## src/rtl/countdown_timer.sv

```systemverilog
// countdown_timer: two-digit BCD round timer counting down from a preset to 00.
// It advances by one step on each tick while running. The ones digit borrows
// from the tens digit. It flags expiry when the count reaches 00.
// The block supports start (load the preset and run), pause (toggle) and asynchronous reset.
// Optional feature macro: COUNTDOWN_AUTORELOAD_EN. When it is defined, the timer
// reloads the preset on the tick after reaching 00 and does not stop in DONE.
module countdown_timer #(
    parameter int START_TENS = 6,
    parameter int START_ONES = 0
) (
    input  logic       clk,
    input  logic       rst,
    input  logic       tick,
    input  logic       start,
    input  logic       pause,
    output logic [3:0] count_tens,
    output logic [3:0] count_ones,
    output logic       borrow,
    output logic       expired,
    output logic       running
);

    typedef enum logic [1:0] {
        IDLE  = 2'd0,
        RUN   = 2'd1,
        PAUSE = 2'd2,
        DONE  = 2'd3
    } state_t;

    localparam logic [3:0] PRESET_TENS = 4'(START_TENS);
    localparam logic [3:0] PRESET_ONES = 4'(START_ONES);
    localparam bit         PRESET_ZERO = (START_TENS == 0) && (START_ONES == 0);

    // An out-of-range preset digit would let the counter leave 0..9 forever,
    // so refuse to elaborate such a configuration.
    if ((START_TENS < 0) || (START_TENS > 9)) begin : g_bad_tens
        $error("countdown_timer: START_TENS must be in 0..9");
    end
    if ((START_ONES < 0) || (START_ONES > 9)) begin : g_bad_ones
        $error("countdown_timer: START_ONES must be in 0..9");
    end

    state_t     state;
    state_t     state_next;
    logic [3:0] tens_next;
    logic [3:0] ones_next;
    logic       borrow_next;
    logic       expired_next;

    logic [3:0] dec_tens;
    logic [3:0] dec_ones;
    logic       dec_borrow;
    logic       dec_zero;
    logic       at_zero;

    assign at_zero = (count_tens == 4'd0) && (count_ones == 4'd0);

    // One BCD decrement step of the current count, saturating at 00.
    always_comb begin
        dec_tens   = count_tens;
        dec_ones   = count_ones;
        dec_borrow = 1'b0;
        if (count_ones != 4'd0) begin
            dec_ones = count_ones - 4'd1;
        end else if (count_tens != 4'd0) begin
            dec_ones   = 4'd9;
            dec_tens   = count_tens - 4'd1;
            dec_borrow = 1'b1;
        end
        dec_zero = (dec_tens == 4'd0) && (dec_ones == 4'd0);
    end

    // Next-state and next-output logic: start beats pause beats tick in every state.
    always_comb begin
        state_next   = state;
        tens_next    = count_tens;
        ones_next    = count_ones;
        borrow_next  = 1'b0;
        expired_next = 1'b0;

        if (start) begin
            tens_next = PRESET_TENS;
            ones_next = PRESET_ONES;
            if (PRESET_ZERO) begin
                expired_next = 1'b1;
`ifdef COUNTDOWN_AUTORELOAD_EN
                state_next   = RUN;
`else
                state_next   = DONE;
`endif
            end else begin
                state_next = RUN;
            end
        end else begin
            case (state)
                IDLE: begin
                end
                RUN: begin
                    if (pause) begin
                        state_next = PAUSE;
                    end else if (tick) begin
`ifdef COUNTDOWN_AUTORELOAD_EN
                        if (at_zero) begin
                            tens_next    = PRESET_TENS;
                            ones_next    = PRESET_ONES;
                            expired_next = PRESET_ZERO;
                        end else begin
                            tens_next    = dec_tens;
                            ones_next    = dec_ones;
                            borrow_next  = dec_borrow;
                            expired_next = dec_zero;
                        end
`else
                        if (at_zero) begin
                            state_next = DONE;
                        end else begin
                            tens_next    = dec_tens;
                            ones_next    = dec_ones;
                            borrow_next  = dec_borrow;
                            expired_next = dec_zero;
                            if (dec_zero) begin
                                state_next = DONE;
                            end
                        end
`endif
                    end
                end
                PAUSE: begin
                    if (pause) begin
                        state_next = RUN;
                    end
                end
                DONE: begin
                end
                default: begin
                    state_next = IDLE;
                end
            endcase
        end
    end

    // State and output registers; reset returns to the preset in IDLE at once.
    always_ff @(posedge clk or posedge rst) begin
        if (rst) begin
            state      <= IDLE;
            count_tens <= PRESET_TENS;
            count_ones <= PRESET_ONES;
            borrow     <= 1'b0;
            expired    <= 1'b0;
            running    <= 1'b0;
        end else begin
            state      <= state_next;
            count_tens <= tens_next;
            count_ones <= ones_next;
            borrow     <= borrow_next;
            expired    <= expired_next;
            running    <= (state_next == RUN);
        end
    end

`ifndef SYNTHESIS
    // Simulation sanity checks on the registered outputs.
    always @(posedge clk) begin
        if (!rst) begin
            assert (count_tens <= 4'd9 && count_ones <= 4'd9);
            assert (!expired || (count_tens == 4'd0 && count_ones == 4'd0));
            assert (!borrow || count_ones == 4'd9);
            assert (running == (state == RUN));
        end
    end
`endif

endmodule

```

## config.mk

```make
export PLATFORM = sky130hd
export DESIGN_NAME = countdown_timer
export DESIGN_NICKNAME = d
export VERILOG_FILES = /design/src/rtl/countdown_timer.sv
export SDC_FILE = /design/constraint.sdc
export NUM_CORES = 1
export LEC_CHECK = 0
export ABC_AREA = 1
export CAP_MARGIN = 25
export CORE_ASPECT_RATIO = 1.25
export CORE_UTILIZATION = 30
export DETAILED_ROUTE_END_ITERATION = 6
export SLEW_MARGIN = 20
export SYNTH_ARGS = -nofsm -noshare
export SYNTH_HDL_FRONTEND = slang
export SYNTH_SLANG_ARGS = --single-unit
```

## constraint.sdc

```tcl
create_clock -name clk -period 1.7 [get_ports clk]
set_clock_uncertainty 0.1 [all_clocks]
set_input_delay 0.34 -clock clk [delete_from_list [all_inputs] [get_ports clk]]
set_output_delay 0.34 -clock clk [all_outputs]
set_load 0.005 [all_outputs]
```

# Word level (Yosys, flattened, before mapping)
# Index checks and enable logic that the tools add are counted.
totals:
  ff_bits: 13
  inputBits: 5
  output_inout_bits: 11
  elab_cells: 57
op_classes:
  n_addsub: 2
  eq_ne: 5
  n_mux: 33
  reduce_logical: 11
ops:
  columns: ["cell", "count"]
  rows:
  - ["$mux W4", 14]
  - ["$logic_not A4 Y1", 4]
  - ["$mux W1", 12]
  - ["$mux W2", 6]
  - ["$reduce_bool A4 Y1", 2]
  - ["$sub A4 B1 Y4 const B", 2]
  - ["$eq A2 B1 Y1 const B", 2]
  - ["$ne A2 B2 Y1 const B", 2]
  - ["$pmux W2 S2", 1]
  - ["$reduce_and A4 Y1", 1]
  - ["$reduce_bool A2 Y1", 2]
  - ["$eq A2 B2 Y1 const B", 1]
  - ["$logic_and A1 B1 Y1", 2]

# Longest topological paths before layout
logic_depth:
  word_depth: 12
  ltp_mapped: 18
  mapped_depth_nobuf: 18

# Worst setup path before layout
# Ideal clock, no wire load.
synth_timing:
  path_type: "reg2reg"
  from: "reg count_ones[0]"
  to: "reg running"
  setup_time_ns: 0.124
  t_arrival_ns: 1.629
  required_time_ns: 1.476
  path_slack_ns: -0.153
  stages_incl_launch_ff: 16
  path_buffers: 0
  synth_period_minus_slack_ns: 1.853
  cell_sequence: "dfrtp_1 > inv_1 > ha_1 > nand2_2 > nor2_4 > nand3_1 > nand3_1 > nand2_1 > inv_1 > nand2_1 > nand2_1 > nand2_1 > nand2_1 > nand2_1 > a21oi_2 > a21oi_2"
synth_via:
  elab_chain_len: 11
  word_cells_on_any_way: 17
  classes_between: "1 x add/sub; 1 x eq/ne; 9 x mux; 6 x reduce/logical"
synth_lines:
  columns: ["item", "line_no", "source"]
  rows:
  - ["start: declaration", "17", "output logic [3:0] count_ones,"]
  - ["start signal: assignment", "154", "count_ones <= ones_next;"]
  - ["$sub A4 B1 Y4 (tied with other cells)", "64", "dec_ones = count_ones - 4'd1;"]
  - ["$mux W4", "63", "if (count_ones != 4'd0) begin"]
  - ["$logic_not A4 Y1", "70", "dec_zero = (dec_tens == 4'd0) && (dec_ones == 4'd0);"]
  - ["$logic_and A1 B1 Y1", "70", null]
  - ["$mux W2", "121", "if (dec_zero) begin"]
  - ["$mux W2 (*)", "114", "if (at_zero) begin"]
  - ["$mux W2 (*)", "101", "end else if (tick) begin"]
  - ["$mux W2 (*)", "99", "if (pause) begin"]
  - ["$pmux W2 S2 (*)", "95", "case (state)"]
  - ["$mux W2 (*)", "81", "if (start) begin"]
  - ["net state_next[1]", "44", "state_t state_next;"]
  - ["$eq A2 B1 Y1 (*)", "157", "running <= (state_next == RUN);"]
  - ["end signal: assignment", "157", null]
  - ["end: declaration", "20", "output logic running"]
# Mark *: on every way through the listed nets, which the timed path passes. The rest lies on a longest branch.
# A chain may end at the register's enable or synchronous reset.

# Worst setup path after layout
# Ends and elaborated chain as after synthesis.

==> impl_metrics.py <==
metrics = {
    "run_status": {
        "status": "finished, violations left",
        "violations": "negative setup slack",
    },
    "sta": {
        "setup_viol": 11,
        "worstMarginPinSlew_ns": 0.515,
        "finalHoldViolCount": 0,
        "post-route-period-util_pct": 116,
        "min_period_ns": 1.97,
        "worst_slack_ns": -0.266,
        "fmax_ghz": 0.509,
        "setup_tns_ns": -1.52,
        "grt_setup_unrepaired": "true",
        "slew_viol_final": 0,
        "slew_headroom_pct": 65.6,
    },
    "critical_path": {
        "cp_slowest_stage_delay_ns": 0.41,
        "crit_type": "register to register",
        "r2r-end": "running$_DFF_PP0_",
        "reg2reg_setup_slack_ns": -0.27,
        "path_cells": "inv_2 > ha_4 > nand2_4 > nor2_4 > nand3_2 > nand3_2 > nand2_1 > inv_1 > nand2_1 > nand2_1 > nand2_2 > nand2_1 > nand2_1 > a21oi_2 > a21oi_2",
        "rr_worst_depth": 15,
        "endpoint_kind": "register",
        "reg2reg_from": "count_ones[0]$_DFFE_PP0P_",
        "start_kind": "register",
        "cpMostUsedCell": "nand2_1",
        "crit_fanout": 6,
        "arrival_ns": 2.03,
        "crit_cells": 15,
        "crit_family": "simple AND/OR/NAND/NOR gates",
        "critPathSlowestCell": "dfrtp_1",
        "required_ns": 1.77,
        "startpoint": "count_ones[0]$_DFFE_PP0P_",
        "crit_buf_inv": 2,
        "crit_end": "running$_DFF_PP0_",
    },
    "yosys": {
        "synth_compound_area_share_pct": 11.2,
        "netlist_instances": 115,
        "synth_nets": 124,
        "synthXorXnorAreaFrac_pct": 1.06,
        "yosys.area_share.simple_pct": 31.5,
        "ys_seq_area_share_pct": 39.7,
        "synthAdderAreaFrac_pct": 6.06,
        "ys.flop_type": "dfrtp_1",
        "synth_top_cell_area_share_pct": 33.3,
        "yosys-mux-area-fraction_pct": 0,
        "post-synth-top-count-cell": "nand2_1",
        "netlist_top_cells_count": "nand2_1, inv_1, nor2_1",
        "synth_area_leaders": "dfrtp_1, nand2_1, inv_1",
        "synth_area_um2": 826,
        "synth-edff-count": 0,
        "synth-async-reset-ratio_pct": 100,
        "synth_top_cell_by_area": "dfrtp_1",
        "ys_warn_count": 0,
        "syn_avg_cell_area_um2": 7.18,
        "synth_top_family_by_area": "simple AND/OR/NAND/NOR gates",
        "synth_cell_types": 21,
        "ys_ff_latch": 13,
    },
    "power_and_ir_drop": {
        "fin_total_pwr_uw": 1680,
        "ir_worst_vdd_v": 0.000778,
        "power_density_nw_per_um2": 1140,
        "leakage_uw": 0.000772,
    },
    "final_layout": {
        "drive_gt1_share_pct": 45.3,
        "n_antenna_cell": 0,
        "finalNonFillerCells": 205,
        "finalNetCount": 182,
        "area.growth.synth_to_final_pct": 78.9,
        "final_area_um2": 1480,
        "fill_cells": 228,
    },
    "placement": {
        "place_area_um2": 1270,
        "dp.cells": 192,
        "numPortBuffers": 15,
        "dp_hpwl_um": 1750,
        "gp_congestion": 0.868,
    },
    "routing": {
        "drtIter0Drc": 34,
        "drc": 0,
        "firstDrtPassIters": 4,
        "drt-wirelength-per-cell_um": 12.4,
        "postRouteAntennaNets": 0,
        "wirelength_um": 2530,
        "vias_per_cell": 4.71,
        "num_vias": 965,
    },
    "global_route": {
        "grt_pass1_vias": 928,
        "grt_pass1_wl_um": 3830,
        "antenna_found_initial": 0,
        "grt_use_total_pct": 17.2,
        "grt_max_degree": 14,
        "gr-total-overflow": 0,
    },
    "run": {
        "cap_violations": 0,
    },
    "clock_network": {
        "cts_root_buf": "clkbuf_4",
        "cts_tree": "yes",
        "cts_buffers": 3,
        "ctsHoldBuffers": 0,
        "cts_sinks": 13,
        "ctsHtreeMaxLevel": 1,
        "path_clk_slew_ns": 0.09,
        "clock_path_buffers": 2,
        "clk_latency_ns": 0.28,
    },
    "floorplan": {
        "initial_core_util_pct": 32.7,
        "num_rows": 20,
        "core_area_um2": 2530,
        "io_pins": 16,
        "die-area_um2": 2970,
        "dieWidth_um": 48.9,
        "die_h_um": 60.7,
    },
    "min_path": {
        "worstHoldPathType": "input pin to asynchronous set/reset pin",
    },
}
==> layer usage <==
layer | global-route usage [%] | up-vias | wire, µm
met5 | 0 | - | 0
li1 | - | 478 | -
met1 | 18.4 | 465 | 992
met2 | 34.7 | 18 | 1440
met3 | 2.01 | 4 | 73
met4 | 6.72 | 0 | 29
==> final cells by class <==
cell class | count | area, µm² | share of cell area (%)
Multi-Input combinational cell | 79 | 527 | 35.6
Timing Repair Buffer | 53 | 463 | 31.3
Sequential cell | 13 | 328 | 22.2
Inverter | 23 | 91.3 | 6.18
Tap cell | 33 | 41.3 | 2.79
Clock buffer | 3 | 22.5 | 1.52
Clock inverter | 1 | 5.00 | 0.339
==> stage by stage <==
step           hold slack (ns)  worst slack (ns)  util, %
4_1_cts                  0.303            -0.216     54.0
6_report                 0.282            -0.266     58.5
5_1_grt                  0.362            -0.437     58.5
3_5_place_dp             0.438            -0.216     50.2
3_3_place_gp             0.427            -0.188     50.2
2_1_floorplan            0.116           -0.0985        -
==> report_power, final <==
group / leakage, µW / internal (µW) / switching [µW] / total [µW]
sequential: 0.000166 / 380 / 48.7 / 429
combinational: 0.000588 / 522 / 527 / 1050
clock: 0.0000177 / 87.2 / 112 / 200
==> worst min path at each step <==
stage	startpoint	end	slack [ns]	depth (start not counted)
floorplan	rst	borrow$_DFF_PP0_	0.12	1
global placement	count_tens[2]$_DFFE_PP1P_	count_tens[2]$_DFFE_PP1P_	0.43	2
detailed placement	count_tens[2]$_DFFE_PP1P_	count_tens[2]$_DFFE_PP1P_	0.44	2
CTS	rst	expired$_DFF_PP0_	0.30	2
global route	rst	expired$_DFF_PP0_	0.36	2
finish	rst	expired$_DFF_PP0_	0.28	2
==> cell usage in the layout (no fill, tap or decap) <==
| master | synthesis | layout |
|---|---|---|
| dfstp_2 | 2 | 2 |
| nor3_1 | 2 | 2 |
| o21ai_2 | 0 | 5 |
| dfrtp_1 | 11 | 11 |
| o22ai_2 | 0 | 3 |
| dlymetal6s2s_1 | 0 | 1 |
| a22oi_1 | 1 | 1 |
| ha_1 | 4 | 2 |
| nand4_1 | 1 | 1 |
| a21oi_2 | 2 | 2 |
| a32oi_1 | 1 | 1 |
| a21oi_1 | 1 | 1 |
| xor2_1 | 1 | 1 |
| inv_4 | 0 | 2 |
| nand2_1 | 28 | 25 |
| o21ai_0 | 7 | 2 |
| clkinv_2 | 0 | 1 |
| clkbuf_4 | 0 | 3 |
| buf_6 | 0 | 9 |
| nor2_2 | 1 | 3 |
| inv_2 | 1 | 4 |
| nand3_2 | 1 | 5 |
| dlygate4sd2_1 | 0 | 7 |
| nand2_2 | 2 | 4 |
| nand3_1 | 10 | 6 |
| clkdlybuf4s50_1 | 0 | 7 |
| ha_4 | 0 | 2 |
| nor2_4 | 1 | 3 |
| nand2_4 | 0 | 1 |
| nor2_1 | 13 | 9 |
| buf_4 | 0 | 29 |
| inv_1 | 22 | 17 |
==> kinds of logic after synthesis <==
| family | count (synthesis) |
|---|---|
| buffers and inverters | 23 |
| and+or+nand+nor | 59 |
| xor gates and xnor gates | 1 |
| DFF | 13 |
| AOI/OAI and AO/OA | 15 |
| adders and majority gates | 4 |
==> registers in the layout (all words and copies together), names as in the netlist <==
| name | flops |
|---|---|
| running | 1 |
| count_tens | 4 |
| count_ones | 4 |
| expired | 1 |
| borrow | 1 |
| state | 2 |
==> repair_timing <==
action	in CTS	in global routing
pin swaps	7	7
endpoints found under the setup margin	18	13
buffers inserted	10	4
resized for setup	17	30
==> worst register-to-register path: stages, from the launching register on <==
cell,delay (ns)
dfrtp_1,0.41
inv_2,0.09
ha_4,0.16
nand2_4,0.06
nor2_4,0.19
nand3_2,0.13
nand3_2,0.10
nand2_1,0.05
inv_1,0.04
nand2_1,0.05
nand2_1,0.07
nand2_2,0.05
nand2_1,0.08
nand2_1,0.07
a21oi_2,0.16
a21oi_2,0.04
(Power assumes the default switching activity.)
